[config.mk]
export PLATFORM = sky130hd
export DESIGN_NAME = chanlink_evt_writer
export DESIGN_NICKNAME = d
export VERILOG_FILES = /design/src/rtl/chanlink_pkg.sv /design/src/rtl/evt_start_queue.sv /design/src/rtl/chanlink_evt_writer.sv
export SDC_FILE = /design/constraint.sdc
export NUM_CORES = 1
export LEC_CHECK = 0
export ABC_CLOCK_PERIOD_IN_PS = 21800
export CORE_AREA = 2 2 182 184
export CTS_BUF_LIST = sky130_fd_sc_hd__clkbuf_4
export DETAILED_ROUTE_END_ITERATION = 10
export DIE_AREA = 0 0 184 186
export PLACE_DENSITY = 0.91
export SLEW_MARGIN = 15
export SYNTH_ARGS = -nofsm -noshare
export SYNTH_HDL_FRONTEND = slang
export SYNTH_SLANG_ARGS = --single-unit
[constraint.sdc]
create_clock -name WCLK -period 21.8 [get_ports WCLK]
set_input_delay 6.54 -clock WCLK [delete_from_list [all_inputs] [get_ports WCLK]]
set_output_delay 6.54 -clock WCLK [all_outputs]
set_load 0.03 [all_outputs]
[src/rtl/chanlink_pkg.sv]
// Shared types and field layout for the channel-link event writer:
// reader FSM states, word/record field offsets and ring read latency.
package chanlink_pkg;

  typedef enum logic [1:0] {IDLE, RUN, DONE} wr_state_t;

  localparam int WD_ADC_LSB   = 0;
  localparam int WD_OCNT_LSB  = 12;
  localparam int WD_OVRLP_BIT = 16;
  localparam int WD_MOVLP_BIT = 17;

  localparam int EVT_L1A_LSB   = 0;
  localparam int EVT_MATCH_LSB = 24;
  localparam int EVT_PHASE_BIT = 36;

  localparam int RD_LAT = 2;

  function automatic logic [3:0] sat_ocnt(input int n);
    return (n > 15) ? 4'd15 : n[3:0];
  endfunction

endpackage

[src/rtl/evt_start_queue.sv]
// Small FIFO of pending readout windows {start, ocnt, ovrlp, movlp}; also
// exposes every slot's start address and occupancy for overlap counting.
module evt_start_queue #(
  parameter int AW    = 9,
  parameter int QLOG2 = 3,
  parameter int EW    = AW + 6
) (
  input  logic                      clk,
  input  logic                      rst,
  input  logic                      push,
  input  logic                      pop,
  input  logic [EW-1:0]             wr_data,
  output logic [EW-1:0]             rd_data,
  output logic [QLOG2:0]            count,
  output logic                      full,
  output logic                      empty,
  output logic [(2**QLOG2)*AW-1:0]  slot_start,
  output logic [(2**QLOG2)-1:0]     slot_valid
);

  localparam int DEPTH = 2**QLOG2;

  logic [EW-1:0]    mem [DEPTH];
  logic [QLOG2-1:0] rd_ptr;
  logic [QLOG2-1:0] wr_ptr;
  logic [QLOG2-1:0] rel;
  logic             do_push;
  logic             do_pop;

  assign full    = (count == (QLOG2+1)'(DEPTH));
  assign empty   = (count == '0);
  assign do_push = push && !full;
  assign do_pop  = pop && !empty;
  assign rd_data = mem[rd_ptr];

  always_ff @(posedge clk or posedge rst) begin
    if (rst) begin
      for (int i = 0; i < DEPTH; i++) mem[i] <= '0;
      rd_ptr <= '0;
      wr_ptr <= '0;
      count  <= '0;
    end else begin
      if (do_push) begin
        mem[wr_ptr] <= wr_data;
        wr_ptr      <= wr_ptr + 1'b1;
      end
      if (do_pop) rd_ptr <= rd_ptr + 1'b1;
      if (do_push && !do_pop)      count <= count + 1'b1;
      else if (!do_push && do_pop) count <= count - 1'b1;
    end
  end

  // A slot is occupied when its distance past the read pointer is below count
  always_comb begin
    slot_start = '0;
    slot_valid = '0;
    rel        = '0;
    for (int i = 0; i < DEPTH; i++) begin
      slot_start[i*AW +: AW] = mem[i][EW-1 -: AW];
      rel                    = QLOG2'(i) - rd_ptr;
      slot_valid[i]          = ({1'b0, rel} < count);
    end
  end

endmodule

[src/rtl/chanlink_evt_writer.sv]
// Ring write pointer, L1A bookkeeping and window readout into the event buffer:
// each matched L1A queues a window that is read back sample-major, NCHAN words per sample.
module chanlink_evt_writer
  import chanlink_pkg::*;
#(
  parameter int NCHAN      = 6,
  parameter int AW         = 9,
  parameter int PIPE_DEPTH = 100,
  parameter int QLOG2      = 3
) (
  input  logic                WCLK,
  input  logic                RST_RESYNC,
  input  logic                SAMP_CE,
  input  logic                L1A,
  input  logic                L1A_MATCH,
  input  logic                L1A_PHASE,
  input  logic [6:0]          SAMP_MAX,
  input  logic                EVT_BUF_AFL,
  output logic                RING_WE,
  output logic [AW-1:0]       RING_WADDR,
  output logic [AW-1:0]       RING_RADDR,
  input  logic [12*NCHAN-1:0] RING_RDATA,
  output logic [17:0]         WDATA,
  output logic                WREN,
  output logic [36:0]         L1A_EVT_DATA,
  output logic                L1A_WRT_EN,
  output logic                BUSY,
  output logic                QOVF
);

  localparam int DEPTH = 2**QLOG2;
  localparam int EW    = AW + 6;
  localparam int CW    = $clog2(NCHAN);

  logic [EW-1:0]       q_head;
  logic [EW-1:0]       q_wr;
  logic [QLOG2:0]      q_count;
  logic                q_full;
  logic                q_empty;
  logic [DEPTH*AW-1:0] slot_start;
  logic [DEPTH-1:0]    slot_valid;
  logic                push;
  logic                pop;

  logic [AW-1:0] new_start;
  int            ocnt_sum;
  logic [3:0]    new_ocnt;

  wr_state_t     state;
  logic [AW-1:0] cur_start;
  logic [5:0]    cur_flags;
  logic [6:0]    samp_off;
  logic [CW-1:0] chan;
  logic [1:0]    drain;

  logic          iss_v;
  logic [CW-1:0] iss_chan;
  logic [5:0]    iss_flags;
  logic [RD_LAT-1:0] p_v;
  logic [CW-1:0]     p_chan  [RD_LAT];
  logic [5:0]        p_flags [RD_LAT];

  logic [23:0] l1a_cnt;
  logic [11:0] match_cnt;

  assign RING_WE   = SAMP_CE;
  assign BUSY      = (state != IDLE) || (q_count != '0);
  assign new_start = RING_WADDR - AW'(PIPE_DEPTH);
  assign push      = L1A_MATCH && !q_full;
  // A window only starts when the event buffer has room, so a full backlog stays queued
  assign pop       = (state == IDLE) && !q_empty && !EVT_BUF_AFL;
  assign q_wr      = {new_start, new_ocnt, (new_ocnt != 4'd0), (new_ocnt >= 4'd2)};

  // Prior windows (queued or being read) starting at most SAMP_MAX samples earlier overlap
  always_comb begin
    ocnt_sum = 0;
    for (int i = 0; i < DEPTH; i++)
      if (slot_valid[i] && ((new_start - slot_start[i*AW +: AW]) <= AW'(SAMP_MAX)))
        ocnt_sum = ocnt_sum + 1;
    if ((state != IDLE) && ((new_start - cur_start) <= AW'(SAMP_MAX)))
      ocnt_sum = ocnt_sum + 1;
    new_ocnt = sat_ocnt(ocnt_sum);
  end

  evt_start_queue #(.AW(AW), .QLOG2(QLOG2), .EW(EW)) u_queue (
    .clk        (WCLK),
    .rst        (RST_RESYNC),
    .push       (push),
    .pop        (pop),
    .wr_data    (q_wr),
    .rd_data    (q_head),
    .count      (q_count),
    .full       (q_full),
    .empty      (q_empty),
    .slot_start (slot_start),
    .slot_valid (slot_valid)
  );

  always_ff @(posedge WCLK or posedge RST_RESYNC) begin
    if (RST_RESYNC) begin
      RING_WADDR   <= '0;
      l1a_cnt      <= '0;
      match_cnt    <= '0;
      L1A_WRT_EN   <= 1'b0;
      L1A_EVT_DATA <= '0;
      QOVF         <= 1'b0;
    end else begin
      if (SAMP_CE)   RING_WADDR <= RING_WADDR + 1'b1;
      if (L1A)       l1a_cnt    <= l1a_cnt + 24'd1;
      if (L1A_MATCH) match_cnt  <= match_cnt + 12'd1;
      L1A_WRT_EN <= push;
      if (push) begin
        L1A_EVT_DATA[EVT_PHASE_BIT]       <= L1A_PHASE;
        L1A_EVT_DATA[EVT_MATCH_LSB +: 12] <= match_cnt + 12'd1;
        L1A_EVT_DATA[EVT_L1A_LSB +: 24]   <= L1A ? l1a_cnt + 24'd1 : l1a_cnt;
      end
      if (L1A_MATCH && q_full) QOVF <= 1'b1;
    end
  end

  always_ff @(posedge WCLK or posedge RST_RESYNC) begin
    if (RST_RESYNC) begin
      state      <= IDLE;
      cur_start  <= '0;
      cur_flags  <= '0;
      samp_off   <= '0;
      chan       <= '0;
      drain      <= '0;
      iss_v      <= 1'b0;
      iss_chan   <= '0;
      iss_flags  <= '0;
      RING_RADDR <= '0;
    end else begin
      case (state)
        IDLE: begin
          iss_v <= 1'b0;
          if (pop) begin
            cur_start <= q_head[EW-1 -: AW];
            cur_flags <= {q_head[0], q_head[1], q_head[5:2]};
            samp_off  <= '0;
            chan      <= '0;
            state     <= RUN;
          end
        end
        RUN: begin
          if (!EVT_BUF_AFL) begin
            iss_v      <= 1'b1;
            RING_RADDR <= cur_start + AW'(samp_off);
            iss_chan   <= chan;
            iss_flags  <= cur_flags;
            if (chan == CW'(NCHAN-1)) begin
              chan <= '0;
              if (samp_off == SAMP_MAX) begin
                state <= DONE;
                drain <= '0;
              end else begin
                samp_off <= samp_off + 7'd1;
              end
            end else begin
              chan <= chan + 1'b1;
            end
          end else begin
            iss_v <= 1'b0;
          end
        end
        DONE: begin
          iss_v <= 1'b0;
          if (drain == 2'd2) state <= IDLE;
          else               drain <= drain + 2'd1;
        end
        default: state <= IDLE;
      endcase
    end
  end

  // Channel and flags travel alongside the read so they line up with RING_RDATA
  always_ff @(posedge WCLK or posedge RST_RESYNC) begin
    if (RST_RESYNC) begin
      p_v   <= '0;
      for (int i = 0; i < RD_LAT; i++) begin
        p_chan[i]  <= '0;
        p_flags[i] <= '0;
      end
      WREN  <= 1'b0;
      WDATA <= '0;
    end else begin
      p_v        <= {p_v[RD_LAT-2:0], iss_v};
      p_chan[0]  <= iss_chan;
      p_flags[0] <= iss_flags;
      for (int i = 1; i < RD_LAT; i++) begin
        p_chan[i]  <= p_chan[i-1];
        p_flags[i] <= p_flags[i-1];
      end
      WREN <= p_v[RD_LAT-1];
      if (p_v[RD_LAT-1]) begin
        WDATA[WD_ADC_LSB +: 12] <= RING_RDATA[12*p_chan[RD_LAT-1] +: 12];
        WDATA[WD_OCNT_LSB +: 4] <= p_flags[RD_LAT-1][3:0];
        WDATA[WD_OVRLP_BIT]     <= p_flags[RD_LAT-1][4];
        WDATA[WD_MOVLP_BIT]     <= p_flags[RD_LAT-1][5];
      end
    end
  end

endmodule

; Yosys cells after proc, flatten, opt, wreduce, memory -nomap -nowiden
; Cells that the tools add are included.
[word_totals]
regBits = 301
inputBits = 86
[classes]
add_sub_neg = 37
mul = 1
n_lt_le_gt_ge = 22
n_eq_ne = 13
n_shift = 1
mux = 41
n_bitwise = 3
reduce_logical = 40
[op_table]
columns = cell, n
row1 = $add A32 B2 Y32 const B, 8
row2 = $mux W32, 8
row3 = $bwmux W120, 1
row4 = $le A9 B7 Y1, 9
row5 = $sub A9 B9 Y9, 9
row6 = $shiftx A72 B8 Y12, 1
row7 = $bmux W15 S3, 1
row8 = $demux W15 S3, 1
row9 = $mux W15, 3
row10 = $gt A32 B5 Y1 const B, 1
row11 = $lt A3 B4 Y1, 8
row12 = $mux W7, 4
row13 = $add A24 B1 Y24 const B, 1
row14 = $mux W24, 1
row15 = $logic_and A1 B1 Y1, 18
row16 = $mux W2, 9
row17 = $reduce_and A5 Y1, 3
row18 = $pmux W7 S2, 1
row19 = $add A12 B1 Y12 const B, 1
row20 = $mux W4, 3
row21 = $ne A2 B2 Y1 const B, 6
row22 = $sub A3 B3 Y3 const A, 4
row23 = $reduce_bool A2 Y1, 5
row24 = $add A3 B1 Y3 const B, 3
row25 = 35 further kinds, 49

; Longest topological paths before layout
; Gate-level depths: netlist of run 1.
[logic_depth]
word_depth = 25
mapped_depth = 45
ltp_nobuf = 43

; Cells and area by module
; A second synthesis of run 1 with hierarchy kept.
[unflattened]
cells_unflattened = 1960
area_unflattened_um2 = 20153.1
[modules_own_cells]
columns = mod, n_inst, cells_per_inst, area_each_um2, seq_area_each_um2
row1 = chanlink_evt_writer, 1, 1444, 13236.4, 4279.1
row2 = evt_start_queue, 1, 516, 6916.6, 3253.1

; Worst setup path after synthesis of run 1
; Ideal clock, no wire load.
[synth_path]
path_kind = input port to flip-flop
from = input SAMP_MAX[1]
to = register u_queue.mem[76] (netlist name)
setup_time_ns = 0.125
arrival_ns = 13.434
t_required_ns = 21.675
path_slack_ns = 8.241
stages = 40
n_path_buf = 3
cell_sequence = inv_1 -> ha_1 -> nor2b_1 -> o21ai_0 -> nand2b_1 -> a21oi_1 -> nor2b_1 -> o21ai_0 -> nand2b_1 -> a21oi_1 -> o22a_1 -> and3_1 -> ha_1 -> or4_4 -> and2_4 -> inv_1 -> ha_1 -> mux2_2 -> [4 not listed] -> buf_2 -> inv_1 -> ha_1 -> nor2_1 -> a31oi_1 -> ha_1 -> mux2i_1 -> inv_1 -> ha_1 -> mux2_2 -> ha_1 -> inv_1 -> or3b_1 -> buf_2 -> a2111oi_4 -> and3_1 -> buf_6 -> o21ai_2
[synth_via]
elab_chain_len = 23
elab_cells_between_ends = 39
[synth_lines]
columns = element, line_no
row1 = start: declaration, chanlink_evt_writer.sv:17  ; input logic [6:0] SAMP_MAX,
row2 = $le A9 B7 Y1, chanlink_evt_writer.sv:78  ; if (slot_valid[i] && ((new_start - slot_start[i*AW +: AW]) <= AW'(SAMP_MAX)))
row3 = $logic_and A1 B1 Y1, chanlink_evt_writer.sv:78
row4 = $mux W1, chanlink_evt_writer.sv:78
row5 = $add A32 B2 Y32, chanlink_evt_writer.sv:79  ; ocnt_sum = ocnt_sum + 1;
row6 = $mux W32, chanlink_evt_writer.sv:78
row7 = $add A32 B2 Y32, chanlink_evt_writer.sv:79
row8 = $mux W32, chanlink_evt_writer.sv:78
row9 = $add A32 B2 Y32, chanlink_evt_writer.sv:79
row10 = [7 not listed], n/a
row11 = $add A32 B2 Y32, chanlink_evt_writer.sv:79
row12 = $mux W32, chanlink_evt_writer.sv:78
row13 = $add A32 B2 Y32, chanlink_evt_writer.sv:81  ; ocnt_sum = ocnt_sum + 1;
row14 = $mux W32 (*), chanlink_evt_writer.sv:80  ; if ((state != IDLE) && ((new_start - cur_start) <= AW'(SAMP_MAX)))
row15 = $gt A32 B5 Y1, chanlink_pkg.sv:19  ; return (n > 15) ? 4'd15 : n[3:0];
row16 = $mux W4 (*), chanlink_pkg.sv:19
row17 = $reduce_bool A4 Y1 (*), chanlink_evt_writer.sv:72  ; assign q_wr = {new_start, new_ocnt, (new_ocnt != 4'd0), (new_ocnt >= 4'd2)};
row18 = $bwmux W120 (*), evt_start_queue.sv:44  ; mem[wr_ptr] <= wr_data;
row19 = end signal: indexed assignment, evt_start_queue.sv:44
row20 = end: declaration, evt_start_queue.sv:23  ; logic [EW-1:0] mem [DEPTH];
; Mark *: on every way between the ends. The rest lies on a longest branch, timed or not.
; A chain may end at the register's enable or synchronous reset.

; Worst setup path in the final report of run 1
[layout_path]
from = input SAMP_MAX[1]
to = register u_queue.mem[106] (netlist name)
; Same word-level chain as after synthesis.

==> flow_summary.ini, run 1 <==
[sta]
fin_ws_ns = 6.954
fin_skew_ns = 0.07139
slew_viol_final = 0
setup_viol_count_final = 0
fin_hold_ws_ns = 0.3230
finalHoldViolations = 0
fin_crit_ns = 14.85
period_share = 0.6810
tns_ns = 0
slew-limit-headroom = 0.1697
max_freq_ghz = 0.06736
grt_setup_unrepaired = false
tightest_slew_ns = 1.240

[floorplanning]
die_h_um = 186
num_rows = 66
placeableCoreArea_mm2 = 0.03221
ioPinCount = 164
die_area_mm2 = 0.03422
die_w_um = 184
initial_core_util = 0.5968

[outcome]
status = finished, final reports clean

[detailed_routing]
drtAntennaViolNets = 0
drc = 0
vias = 15280
firstDrtPassIters = 5
vias_per_cell = 5.987
first_iter_violations = 1296
routedWlPerCell_um = 19.55
routed_wl_mm = 49.90

[synthesis]
synth_edf_count = 0
yosysWarningCount = 0
ys.flop_type = dfrtp_1
ys_types = 95
synth_mux_area_frac = 0.09647
synth_fp_nets = 2176
synth-async-reset-ratio = 1.000
synth-seq-area-share = 0.3919
yosys.area.top_type = dfrtp_1
synth_top_family_by_area = simple AND/OR/NAND/NOR gates
synth_fa_ha_area_frac = 0.1259
synth_xor_area_frac = 0.08345
avgSynthCellArea_um2 = 10.10
synth_cells = 1904
synth_area_leaders = dfrtp_1, ha_1, mux4_2, nand2_1, xnor2_1
synth_top_cell_area_share = 0.3919
synth-simple-area-share = 0.1345
synth_compound_area_frac = 0.1265
netlist_area_mm2 = 0.01922
ys_ff_latch = 301

[global_routing]
grt_pass1_vias = 15320
grt_pass1_wl_mm = 79.34
grt_max_degree = 159
grt_usage = 0.2991
overflow = 0
antenna_found_initial = 1

[critical_path]
worstSetupStartpoint = SAMP_MAX[1]
critical_path.slowest_cell = or4_4
required_ns = 22.37
cp_max_fo = 9
path_buf_inv = 7
cp_top_family = simple AND/OR/NAND/NOR gates
worstSetupPathType = in -> reg
cp-end-kind = flip-flop
path_common_cell = ha_1
max_stage_delay_ns = 0.55
arrival_ns = 15.42
start_kind = primary input
r2r_start = RING_WADDR[2]

[clocking]
ctsResizeCount = 0
cts_max_path_buffers = 3
cts_tree = done
clk_pin_slew_ns = 0.06
clock-sinks = 301
holdBufCountCts = 0
post-cts-setup-buffer-count = 0
cts-root-buf = clkbuf_4
htreeDepth = 3
clock_latency_ns = 0.75
cts_made_buffers = 79

[min_path]
hp-start = p_flags[6]
hold_class = reg -> reg

[final_layout]
fin_area_mm2 = 0.02225
layout-drive-gt1-share = 0.1395
layout.nets = 2371
fillers = 2264
syn_to_final_growth_pct = 15.76

[placement]
portBuffers = 163
place_hpwl_mm = 36.02
post-place-ws_ns = 6.303
placed_cell_area_mm2 = 0.02125
gp_congestion = 0.9340

[run]
maxCapViolations = 0
## Yosys cell counts (4+ instances only)
cell type,n
mux2_2,59
o21ai_0,132
o21ai_2,8
o21bai_1,15
mux2i_1,17
nor2b_1,29
and3_1,19
dfrtp_1,301
nand4_1,21
xnor3_1,6
clkbuf_1,51
mux2_1,4
nand4b_1,6
xor2_1,55
and2_1,4
inv_1,136
and4_1,5
ha_1,175
nand3_1,32
or2_2,6
or4_1,4
a31oi_1,9
a31o_2,5
mux4_2,42
nand2_1,247
fa_1,11
a22oi_1,13
a211oi_1,7
nand2b_1,18
o22ai_1,11
o21a_1,19
a21o_1,25
a21oi_1,96
buf_1,6
o31ai_1,5
nor3_1,10
nor4_1,9
nor2_1,96
nor4b_1,5
xnor2_1,101
buf_2,5
## metrics by stage
stage	utilization	cells
2_1_floorplan	-	1904
3_3_place_gp	0.6599	2426
3_5_place_dp	0.6599	2426
4_1_cts	0.6905	2551
5_1_grt	0.6909	2552
6_report	0.6909	2552
## final timing paths
kind | endpoint | slack (ns) | cells past startpoint
hold / removal | p_flags[0] | 0.32 | 0
min in group asynchronous | L1A_EVT_DATA[28] | 6.40 | 2
setup / recovery | u_queue.mem[106] | 6.95 | 40
setup reg to reg | u_queue.mem[106] | 11.10 | 39
hold reg to reg | p_flags[0] | 0.32 | 0
max in group asynchronous | u_queue.slot_start[39] | 13.04 | 4
## worst reg2reg max path: cells and delay by family (launching register included)
kind / cells / cell delay, ns
fa+ha+maj: 10 / 2.89
simple gates: 10 / 2.83
compound gates: 7 / 1.81
buf+inv: 7 / 0.96
xor+xnor: 2 / 0.77
mux: 3 / 0.66
flops: 1 / 0.61
## cell families (layout without fill, tap and decap cells)
| family | count (synthesis) | after routing |
|---|---|---|
| DFF | 301 | 301 |
| and+or+nand+nor | 537 | 537 |
| adders and majority gates | 187 | 187 |
| xor gates and xnor gates | 166 | 166 |
| muxes | 124 | 124 |
| buffers and inverters | 205 | 444 |
| AOI/OAI and AO/OA | 384 | 384 |
| other | 0 | 1 |
## sequential cells by signal (all words and copies together) (netlist names), 3 cells and up
signal,count
u_queue.slot_start,72
u_queue.count,4
cur_start,9
u_queue.mem,48
RING_WADDR,9
RING_RADDR,9
iss_chan,3
u_queue.wr_ptr,3
u_queue.rd_ptr,3
p_chan,6
l1a_cnt,24
cur_flags,6
match_cnt,12
p_flags,12
iss_flags,6
WDATA,18
L1A_EVT_DATA,37
samp_off,7
chan,3
## metal layers
| layer | vias to the layer above | share of wire | global-route usage |
|---|---|---|---|
| li1 | 7097 | - | - |
| met5 | - | 0 | 0 |
| met1 | 7448 | 0.43 | 0.3954 |
| met2 | 616 | 0.46 | 0.4785 |
| met3 | 118 | 0.081 | 0.06691 |
| met4 | 0 | 0.034 | 0.1261 |
## placed cells by master, fill, tap and decap left out, types with 25 or more instances in the layout
master and instances:
nor2b_1 29, nand3_1 31, nor2_1 96, mux4_2 42
a21o_1 25, a21oi_1 96, clkbuf_4 112, o21ai_0 132
mux2_2 59, clkdlybuf4s50_1 163, nand2_1 247, dfrtp_1 300
inv_1 135, ha_1 175, xnor2_1 101, xor2_1 55
## final cells by class
type | instances | area, um2 | area share
flip-flops and latches | 301 | 7533 | 0.3386
multi-input cells | 1398 | 10930 | 0.4911
repair buffers | 180 | 1759 | 0.07906
clock inverters | 13 | 142.6 | 0.006411
well taps | 408 | 510.5 | 0.02294
inverters | 139 | 534.3 | 0.02401
clock buffers | 112 | 840.8 | 0.03779
diodes | 1 | 2.502 | 0.0001125
Power of run 1 is left out: the tool's default activity adds up to more than one toggle a clock period on the data nets, which glitch-free logic cannot reach.
==> inputs of run 2 (changes only) <==
--- a/config.mk
+++ b/config.mk
@@ -5,12 +5,12 @@
 export SDC_FILE = /design/constraint.sdc
 export NUM_CORES = 1
 export LEC_CHECK = 0
-export ABC_CLOCK_PERIOD_IN_PS = 21800
-export CORE_AREA = 2 2 182 184
+export ABC_CLOCK_PERIOD_IN_PS = 12040
+export CORE_AREA = 2 2 190 192
 export CTS_BUF_LIST = sky130_fd_sc_hd__clkbuf_4
 export DETAILED_ROUTE_END_ITERATION = 10
-export DIE_AREA = 0 0 184 186
-export PLACE_DENSITY = 0.91
+export DIE_AREA = 0 0 192 194
+export PLACE_DENSITY = 0.88
 export SLEW_MARGIN = 15
 export SYNTH_ARGS = -nofsm -noshare
 export SYNTH_HDL_FRONTEND = slang
==> constraint.sdc (replaced) <==
create_clock -name WCLK -period 12.04 [get_ports WCLK]
set_input_delay 3.612 -clock WCLK [delete_from_list [all_inputs] [get_ports WCLK]]
set_output_delay 3.612 -clock WCLK [all_outputs]
set_load 0.03 [all_outputs]
==> flow_summary.ini, run 2 (synthesized netlist as in run 1, its figures left out) <==
[critical_path]
required_ns = 12.64
r2r_slack_ns = 1.41
worstSetupEndpoint = u_queue.mem[105]
cp_top_family = simple AND/OR/NAND/NOR gates
cp-end-kind = flip-flop
arrival_ns = 11.77
path_buf_inv = 8
worstSetupStartpoint = SAMP_MAX[1]
r2r_start = RING_WADDR[2]
worstSetupPathType = in -> reg
cp_max_fo = 7
worstRegToRegCells = 40
regToRegEndpoint = u_queue.mem[105]
max_stage_delay_ns = 0.55
path_common_cell = ha_1
critical_path.slowest_cell = or4_4
start_kind = primary input
path_depth = 41

[global_routing]
grt_pass1_wl_mm = 80.85
grt_max_degree = 196
grt_usage = 0.2748
grt_pass1_vias = 15770
overflow = 0
antenna_found_initial = 1

[floorplanning]
ioPinCount = 164
initial_core_util = 0.5457
die_w_um = 192
placeableCoreArea_mm2 = 0.03522
die_area_mm2 = 0.03725
num_rows = 69
die_h_um = 194

[sta]
setup_viol_count_final = 0
fin_skew_ns = 0.09715
fin_crit_ns = 11.18
max_freq_ghz = 0.08947
tightest_slew_ns = 1.074
slew_viol_final = 0
period_share = 0.9283
slew-limit-headroom = 0.2824
tns_ns = 0
finalHoldViolations = 0
grt_setup_unrepaired = false

[placement]
dp.cells = 2487
gp_congestion = 0.9538
place_hpwl_mm = 37.55
portBuffers = 163

[clocking]
post-cts-setup-buffer-count = 0
clock-sinks = 301
ctsResizeCount = 0
holdBufCountCts = 0
cts_made_buffers = 79
cts_tree = done
clk_pin_slew_ns = 0.07
clock_latency_ns = 0.77
htreeDepth = 3
cts_max_path_buffers = 3
cts-root-buf = clkbuf_4

[detailed_routing]
routed_wl_mm = 51.01
drc = 0
routedWlPerCell_um = 19.40
vias_per_cell = 5.865
vias = 15420
first_iter_violations = 1506
firstDrtPassIters = 5
drtAntennaViolNets = 0

[run]
maxCapViolations = 0

[min_path]
hold_class = reg -> reg

[final_layout]
seq_area_mm2 = 0.007535
layout-drive-gt1-share = 0.1403
layout_common_cells = dfrtp_1, nand2_1, ha_1
fillers = 2724
largest_register_ff_count = 72
multi_input_area_mm2 = 0.01092
layout_commonest_cell = dfrtp_1
layout.nets = 2380
syn_to_final_growth_pct = 16.51
final_cells = 2629
fin_util = 0.6358

[outcome]
status = finished, final reports clean
## run 2: changes by cell type in the layout (fill, tap and decap cells not counted), sizes merged
| cell | delta |
|---|---|
| buf | +9 |
| clkinv | +19 |
| clkbuf | -4 |
| clkinvlp | +1 |
| inv | +1 |
| bufinv | -2 |
## run 2: how the worst min path moves through the flow
stage                     slack (ns)        start    endpoint  cells after the start
after floorplan                 0.33    p_chan[3]   p_chan[0]                      0
after global placement          0.33    p_chan[3]   p_chan[0]                      0
after detailed placement        0.34  p_flags[10]  p_flags[4]                      0
after CTS                       0.31  p_flags[11]  p_flags[5]                      0
after global routing            0.31  p_flags[11]  p_flags[5]                      0
final                           0.30  p_flags[11]  p_flags[5]                      0
## run 2: routing by layer
layer  share of wire  up-vias  track usage  routed length (um)
met5               0        -            0                   0
met4           0.022        0      0.08340                1101
met3           0.084       81      0.05629                4298
met2            0.48      592       0.4579               24560
met1            0.41     7620       0.3613               21050
li1                -     7126            -                   -
## run 2: metrics by stage
stage	setup slack, ns	hold WS [ns]	cell area [um2]
after floorplan	0.1104	0.3312	19220
after global placement	0.4315	0.3330	21400
after detailed placement	0.2044	0.3393	21400
after CTS	0.9818	0.3107	22360
after global routing	0.2659	0.3065	22390
final	0.8629	0.2992	22390
## run 2: final cells by class
type	count	area share
multi-input cells	1398	0.4875
flip-flops and latches	301	0.3365
repair buffers	189	0.08358
clock buffers	108	0.03621
well taps	461	0.02576
inverters	139	0.02363
clock inverters	32	0.006705
diodes	1	0.0001117
Power of run 2 is left out for the same reason.
==> RTL change: new RTL, flow settings as in run 2 <==
The 3 states of `wr_state_t` get a one-hot encoding in 3 bits.
--- a/src/rtl/chanlink_pkg.sv
+++ b/src/rtl/chanlink_pkg.sv
@@ -4,3 +4,3 @@
 
-  typedef enum logic [1:0] {IDLE, RUN, DONE} wr_state_t;
+  typedef enum logic [2:0] {IDLE = 3'b001, RUN = 3'b010, DONE = 3'b100} wr_state_t;
 
Behaviour: no difference found for any inputs over 4 cycles, from zero or initial values and one cycle with RST_RESYNC high; so few cycles prove little.
==> RTL change against run 2 <==
Design area about the same; largest cell class unchanged; sequential cell count up 1; critical endpoint is now u_queue.mem[33]; wire length up 1.6%; count of clock-buffer cells in the layout up 9; first-iteration DRC count down 19%; synthesized area up 0.25%; clock skew down 0.029 ns; setup slack better by 0.62 ns; sequential share of layout area up 0.091 points; hold slack better by 0.014 ns; critical path depth down 2.
Power is left out: the tool's default activity adds up to more than one toggle a clock period on the data nets, which glitch-free logic cannot reach.
==> RTL change: results (changes against run 2) <==
INFO  metric synth-seq-area-share = 39.22% (about the same)
INFO  metric drtPass1Iterations = 7 (+2)
INFO  metric nNetsFinal = 2445 (+2.7%)
INFO  metric number_of_clock_buffers_inserted_by_tritoncts = 80 (+1.3%)
INFO  metric async_flop_share = 100.0% (unchanged)
INFO  metric path_delay_family = compound AO/OA/AOI/OAI gates
INFO  metric crit_slowest_cell = sky130_fd_sc_hd__a211o_1
INFO  metric clkTransAtPathRegs = ~0.06 ns
INFO  metric grt_antenna_before_repair = 2 (+1)
INFO  metric finalClockSkew = 0.06783 ns (-0.02932 ns)
INFO  metric globalplace.congestion = 0.9284 (-2.7%)
INFO  metric detail_route.wl_per_cell = 19.25 µm (-0.78%)
INFO  metric netlist_top_cells_area = sky130_fd_sc_hd__dfrtp_1 (39%), sky130_fd_sc_hd__ha_1 (11%), sky130_fd_sc_hd__nand2_1 (4.9%)
INFO  metric drive_gt1_share = 12.06% (-2.0 points)
INFO  metric worstPathMaxFanout = 24 (+17)
INFO  metric dp_hpwl = 38020 µm (+1.2%)
INFO  metric grt_first_pass_wirelength = 82170 µm (+1.6%)
INFO  metric outcome = complete, no violations
INFO  metric vias_per_cell = 5.926 (+1.0%)
INFO  metric maximum_cell_stage_delay_along_the_critical_path = 0.62 ns (+0.07 ns)
INFO  metric vias_in_the_first_global_route = 15.87k (+0.62%)
INFO  metric synth_commonest_cells = sky130_fd_sc_hd__dfrtp_1 (301), sky130_fd_sc_hd__nand2_1 (253), sky130_fd_sc_hd__ha_1 (175)
INFO  metric yosys.cell_types.count = 83 (-13%)
INFO  metric grt_max_degree = 167 (-15%)
INFO  metric detailedRoute.firstIterationViolations = 1223 (-19%)
INFO  metric tightestPinTransition = 1.210 ns (+0.1362 ns)
-- RTL change: stage by stage --
| stage | instances | worst slack (ns) | instance area, µm² | util [%] | hold WS (ns) |
|---|---|---|---|---|---|
| 2_1_floorplan | 1979 | 0.08372 | 19270 | - | 0.3312 |
| 3_3_place_gp | 2552 | 1.051 | 21390 | 60.71 | 0.3325 |
| 3_5_place_dp | 2552 | 0.7556 | 21390 | 60.71 | 0.3347 |
| 4_1_cts | 2691 | 1.531 | 22400 | 63.60 | 0.3139 |
| 5_1_grt | 2692 | 0.8922 | 22410 | 63.61 | 0.3346 |
| 6_report | 2693 | 1.483 | 22410 | 63.62 | 0.3135 |
-- RTL change: metal layers --
metal | vias to the layer above | track usage [%] | part of all wire, % | wire [µm]
met2 | 749 | 44.81 | 46 | 23920
li1 | 7363 | - | - | -
met1 | 7711 | 36.40 | 41 | 21070
met4 | 0 | 10.57 | 3.2 | 1651
met3 | 137 | 7.240 | 10 | 5196
met5 | - | 0 | 0 | 0
-- RTL change: final timing paths --
kind                          startpoint               endpoint  slack [ns]  depth (start not counted)
max                          SAMP_MAX[1]        u_queue.mem[33]        1.48                         39
min reg2reg                   p_flags[9]             p_flags[3]        0.31                          0
max reg2reg                RING_WADDR[2]        u_queue.mem[33]        2.17                         37
max in group asynchronous     RST_RESYNC  u_queue.slot_start[1]        7.04                          3
min in group asynchronous     RST_RESYNC           match_cnt[2]        3.47                          2
min                           p_flags[9]             p_flags[3]        0.31                          0
-- RTL change: kinds of logic after synthesis --
logic type | count (synthesis) | synth area share, %
AOI/OAI and AO/OA | 409 | 13.21
xor gates and xnor gates | 169 | 8.194
adders and majority gates | 186 | 12.51
buffers and inverters | 199 | 4.052
DFF | 302 | 39.22
muxes | 101 | 8.240
and+or+nand+nor | 613 | 14.57
-- RTL change: worst reg2reg max path, delay by kind of cell (launching register included) --
kind,cells,cell delay (ns)
flip-flops,1,0.70
AND/OR/NAND/NOR,10,1.67
AO/OA/AOI/OAI,11,2.39
multiplexers,1,0.29
adder cells (fa/ha/maj),9,2.90
buffers and inverters,4,1.16
XOR/XNOR,2,0.58
-- RTL change: area by class of cell --
cell class / count / area [µm²]
Inverter: 129 / 491.7
Timing Repair Buffer: 182 / 1787
Tap cell: 461 / 576.8
Clock inverter: 22 / 138.9
Sequential cell: 302 / 7560
Antenna cell: 2 / 5.005
Fill cell: 2740 / 12820
Clock buffer: 117 / 878.3
Multi-Input combinational cell: 1478 / 10970
